**src/rtl/ht_link_list.sv**
```systemverilog
// Singly linked list of rho-keyed counters held in a MAX_NODES x 32 node pool.
// Optional macro HT_LINK_LIST_COUNT_SAT_EN makes the per-node count saturate instead of wrap.
module ht_link_list #(
   parameter int MAX_NODES = 64
) (
   input  logic        clk,
   input  logic        rstn,
   input  logic [9:0]  rho_i,
   input  logic        append_i,
   input  logic        search_i,
   output logic        done_o,
   output logic        append_o,
   output logic        found_o,
   output logic [31:0] node_o
);

   localparam int         IW       = (MAX_NODES > 1) ? $clog2(MAX_NODES) : 1;
   localparam logic [7:0] NULL_IDX = 8'hFF;
   localparam logic [7:0] CAP      = 8'(MAX_NODES);

   typedef enum logic [1:0] {
      IDLE   = 2'd0,
      WALK   = 2'd1,
      UPDATE = 2'd2,
      DONE   = 2'd3
   } state_t;

   logic [31:0]   mem_r [MAX_NODES];
   state_t        state_r;
   logic [7:0]    head_r;
   logic [7:0]    tail_r;
   logic [7:0]    cnt_r;
   logic [IW-1:0] cur_r;
   logic [9:0]    key_r;
   logic          op_app_r;
   logic          hit_r;

   logic [31:0]   cur_node_s;
   logic [31:0]   hit_node_s;
   logic [31:0]   new_node_s;
   logic          can_add_s;
   logic          wr_en_s;
   logic [IW-1:0] wr_idx_s;
   logic [31:0]   wr_data_s;
   logic          link_en_s;

   function automatic logic [13:0] bump_count(input logic [13:0] c);
`ifdef HT_LINK_LIST_COUNT_SAT_EN
      bump_count = (c == 14'h3FFF) ? c : c + 14'd1;
`else
      bump_count = c + 14'd1;
`endif
   endfunction

   assign cur_node_s = mem_r[cur_r];
   assign hit_node_s = {cur_node_s[31:24], bump_count(cur_node_s[23:10]), cur_node_s[9:0]};
   assign new_node_s = {NULL_IDX, 14'd1, key_r};
   assign can_add_s  = (cnt_r < CAP);

   // Node-pool write controls for the UPDATE step (count bump, or new node plus tail link)
   always_comb begin
      wr_en_s   = 1'b0;
      wr_idx_s  = cur_r;
      wr_data_s = hit_node_s;
      link_en_s = 1'b0;
      if ((state_r == UPDATE) && op_app_r) begin
         if (hit_r) begin
            wr_en_s = 1'b1;
         end else if (can_add_s) begin
            wr_en_s   = 1'b1;
            wr_idx_s  = cnt_r[IW-1:0];
            wr_data_s = new_node_s;
            link_en_s = (tail_r != NULL_IDX);
         end else begin
            wr_en_s = 1'b0;
         end
      end else begin
         wr_en_s = 1'b0;
      end
   end

   // Node pool storage; contents are deliberately not reset
   always_ff @(posedge clk) begin
      if (wr_en_s) begin
         mem_r[wr_idx_s] <= wr_data_s;
      end
      if (link_en_s) begin
         mem_r[tail_r[IW-1:0]][31:24] <= cnt_r;
      end
   end

   // Control FSM, list pointers and registered result outputs
   always_ff @(posedge clk or negedge rstn) begin
      if (!rstn) begin
         state_r  <= IDLE;
         head_r   <= NULL_IDX;
         tail_r   <= NULL_IDX;
         cnt_r    <= 8'd0;
         cur_r    <= '0;
         key_r    <= 10'd0;
         op_app_r <= 1'b0;
         hit_r    <= 1'b0;
         done_o   <= 1'b0;
         append_o <= 1'b0;
         found_o  <= 1'b0;
         node_o   <= 32'd0;
      end else begin
         case (state_r)
            IDLE: begin
               done_o <= 1'b0;
               if (append_i || search_i) begin
                  op_app_r <= append_i;
                  key_r    <= rho_i;
                  hit_r    <= 1'b0;
                  cur_r    <= head_r[IW-1:0];
                  append_o <= 1'b0;
                  found_o  <= 1'b0;
                  node_o   <= 32'd0;
                  state_r  <= (head_r == NULL_IDX) ? UPDATE : WALK;
               end
            end
            WALK: begin
               if (cur_node_s[9:0] == key_r) begin
                  hit_r   <= 1'b1;
                  state_r <= UPDATE;
               end else if (cur_node_s[31:24] == NULL_IDX) begin
                  state_r <= UPDATE;
               end else begin
                  cur_r <= cur_node_s[24 +: IW];
               end
            end
            UPDATE: begin
               state_r <= DONE;
               if (op_app_r) begin
                  if (hit_r) begin
                     found_o <= 1'b1;
                     node_o  <= hit_node_s;
                  end else if (can_add_s) begin
                     append_o <= 1'b1;
                     node_o   <= new_node_s;
                     tail_r   <= cnt_r;
                     cnt_r    <= cnt_r + 8'd1;
                     if (tail_r == NULL_IDX) begin
                        head_r <= cnt_r;
                     end
                  end
               end else if (hit_r) begin
                  found_o <= 1'b1;
                  node_o  <= cur_node_s;
               end
            end
            DONE: begin
               done_o  <= 1'b1;
               state_r <= IDLE;
            end
            default: begin
               state_r <= IDLE;
            end
         endcase
      end
   end

endmodule

```
**config.mk**
```make
export PLATFORM = sky130hd
export DESIGN_NAME = ht_link_list
export DESIGN_NICKNAME = d
export VERILOG_FILES = /design/src/rtl/ht_link_list.sv
export SDC_FILE = /design/constraint.sdc
export NUM_CORES = 2
export LEC_CHECK = 0
export ABC_AREA = 1
export CORE_MARGIN = 2
export CORE_UTILIZATION = 59
export CTS_BUF_LIST = sky130_fd_sc_hd__clkbuf_8
export DETAILED_ROUTE_END_ITERATION = 8
export PLACE_DENSITY_LB_ADDON = 0.12
export SLEW_MARGIN = 0
export SYNTH_ARGS = -nofsm -noshare
export SYNTH_HDL_FRONTEND = slang
export SYNTH_SLANG_ARGS = --single-unit
```
**constraint.sdc**
```tcl
create_clock -name clk -period 4.4 [get_ports clk]
set_input_delay 0.88 -clock clk [delete_from_list [all_inputs] [get_ports clk]]
set_output_delay 0.88 -clock clk [all_outputs]
set_load 0.01 [all_outputs]
```
==> flow_summary.ini <==
[finish]
drive_gt1_share_pct = 11.86
final_cells = 10630
fillers = 11570
area_delta_synth_final_pct = 11.64
fin_area_um2 = 102300
num-nets-final = 8358

[critical_path]
crit_top_cell = nand2_1
worstPathRequired_ns = 5.28
ff2ff_setup_slack_ns = 0.1
cp-end-kind = flop
crit_type = flop to flop
crit_path_max_fanout = 59
worst_path_max_delay_cell = o21ai_0
crit_arrival_ns = 5.18
crit_chain = inv_8, buf_12, buf_12, nand3_1, nand3_1, nand2_1, nand2_1, nand2_1, o21ai_0, nand2_1, nand2_1, nor2_1, nand2_1, nand2_1, nand2_2, nand3_2, nand2_1, nand2_1
critical_path.max_stage_delay_ns = 0.86
start_kind = flop

[power]
pwr-share-comb_pct = 34.5
clock_power_share_pct = 23.5
p_leak_nw = 37.08
p_seq_share_pct = 42.0
peakVddDrop_uv = 707.5
finalPower_mw = 66.24
p_switching_mw = 25.43
power.density_nw_per_um2 = 647.8
switching_share_pct = 38.39
power.internal_mw = 40.81

[run_status]
status = completed

[grt]
antenna_found_initial = 2
grt_max_degree = 186
grt-busiest-layer = met2
grt_use_total_pct = 35.18
overflow = 0
grtUsageMet2_pct = 54.45
grtUsageMet3_pct = 6.664
grt_pass1_vias = 64740
grt_use_met1_pct = 48.29
grt_pass1_wl_um = 411900

[synthesis]
netlist_instances = 8151
synth_cell_types = 46
ys_ff_latch = 2127
synth_top_area_share_pct = 67.14
syn_avg_cell_area_um2 = 11.24
synth.net_count = 8171
syn_area_um2 = 91600
synth_warnings = 0
yosysMostFrequentCell = nand2_1
synth-edff-count = 2048
synth-main-ff-cell = edfxtp_1
yosysSeqAreaShare_pct = 69.32
yosys.area.top_type = edfxtp_1
ys_async_sr_fraction_pct = 3.714
netlist_top_cells_count = nand2_1, edfxtp_1, nand3_1
synth_area_leaders = edfxtp_1, nand3_1, nand2_1

[timing]
finClkSkew_ns = 0.06849
rsz0062_at_grt = no
tns_ns = 0
finalHoldViolCount = 0
slew_headroom_pct = 12.86
period_needed_ns = 4.301
worst_slack_ns = 0.09869
finalSetupViolCount = 0
post-route-period-util_pct = 97.76
slew_violations = 0
clock.fmax_mhz = 232.5
tightest_slew_ns = 1.293

[clocking]
cts_buffers = 355
post-cts-setup-buffer-count = 0
clkLatencyLatePin_ns = 1.06
root_buffer = clkbuf_8
htreeDepth = 5
cts.path.max_buffers = 4
clk_pin_slew_ns = 0.06
tritoncts = done
cts_sinks = 2127

[floorplan]
start_util_pct = 59.46
ioPinCount = 49
num_rows = 144
die_area_um2 = 158400
core-area_um2 = 154000
die_y_um = 398.0
die_x_um = 398.0

[worst_hold_path]
hold_path_class = flop to flop

[placed_design]
routabilityCongestion = 0.9729
numPortBuffers = 48
dp_slack_ns = 0.2158
place_area_um2 = 96130
dp_hpwl_um = 164000
dp_cells = 10020

[route]
detailedRoute.firstIterationViolations = 9683
viasPerCell = 6.392
ant_nets = 0
wl_per_cell_um = 26.32
drc = 0
drtPass1Iterations = 7
vias = 67960
routed_wl_um = 279800

[run]
cap_violations = 0
-- registers in the layout (all words and copies together), names as in the netlist, 2 cells and up --
| register | cells |
|---|---|
| cur_r | 6 |
| tail_r | 8 |
| state_r | 2 |
| head_r | 8 |
| key_r | 10 |
| cnt_r | 8 |
| node_o | 32 |
| mem_r | 2048 |
-- cell type report --
type / count / area (um^2) / share of cell area [%]
Clock inverter: 236 / 1020 / 0.9972
Timing Repair Buffer: 404 / 4554 / 4.454
Multi-Input combinational cell: 5272 / 24820 / 24.27
Antenna cell: 1 / 2.502 / 0.002447
Sequential cell: 2127 / 63510 / 62.11
Clock buffer: 370 / 5092 / 4.980
Inverter: 178 / 700.7 / 0.6852
Tap cell: 2044 / 2557 / 2.501
-- what timing repair did --
item | 4_1_cts | 5_1_grt
endpoints found under the hold margin | 1 | 0
hold buffers | 1 | 0
resized for setup | 0 | 1
endpoints found under the setup margin | 0 | 64
-- critical path: cells and delay by family, from the launching register on --
kind,cells,cell delay (ns)
buffers and inverters,3,0.89
AND/OR/NAND/NOR,14,1.78
AO/OA/AOI/OAI,1,0.86
flip-flops,1,0.52
-- metal layers --
layer / vias up / routed length (um)
li1: 29650 / -
met1: 32890 / 104200
met2: 4656 / 129200
met3: 759 / 31960
met4: 0 / 14340
met5: - / 0
-- final timing paths --
kind / from / endpoint / depth (start not counted)
worst max-delay path: cur_r[1] / cur_r[2] / 18
worst min-delay path: cnt_r[7] / cnt_r[7] / 0
worst max register to register: cur_r[1] / cur_r[2] / 18
worst min register to register: cnt_r[7] / cnt_r[7] / 0
max in group asynchronous: rstn / cur_r[3] / 2
min in group asynchronous: rstn / cur_r[0] / 2
-- placed cells by master, fill, tap and decap left out, types with 51 or more instances in the layout --
master    count
nand2_1    2100
a21oi_1      51
nor2_1      430
o21ai_0     349
buf_12      112
inv_1       251
dfrtp_1      57
o22ai_1     484
nand3_1    1631
edfxtp_1   2048
clkbuf_8    370
buf_4       244
clkinv_1     68
nor2_4       81
-- through the flow --
step	hold slack, ns	util, %
3_3_place_gp	0.3664	62.41
3_5_place_dp	0.3693	62.41
2_1_floorplan	0.4287	-
5_1_grt	0.4048	66.38
4_1_cts	0.3818	66.38
6_report	0.3822	66.38
-- power groups by stage --
| stage | sequential (mW) | clock [mW] | combinational [mW] |
|---|---|---|---|
| final | 27.8 | 15.6 | 22.8 |
| after global routing | 27.8 | 16.6 | 24.1 |
| after CTS | 27.8 | 15.7 | 22.3 |
| after detailed placement | 28.2 | 0 | 22.3 |
| after global placement | 28.2 | 0 | 22.0 |
| after floorplan | 28.6 | 0 | 12.1 |
-- kinds of logic (layout without fill, tap and decap cells) --
group,count (synthesis),after routing,synth area share (%)
and+or+nand+nor,4335,4335,20.63
DFF,2127,2127,69.32
AOI/OAI and AO/OA,916,916,5.711
buffers and inverters,752,1188,4.102
xor gates and xnor gates,10,10,0.09562
adders and majority gates,6,6,0.08195
muxes,5,5,0.06146
other,0,1,0
Power figures use the tool's default switching activity.
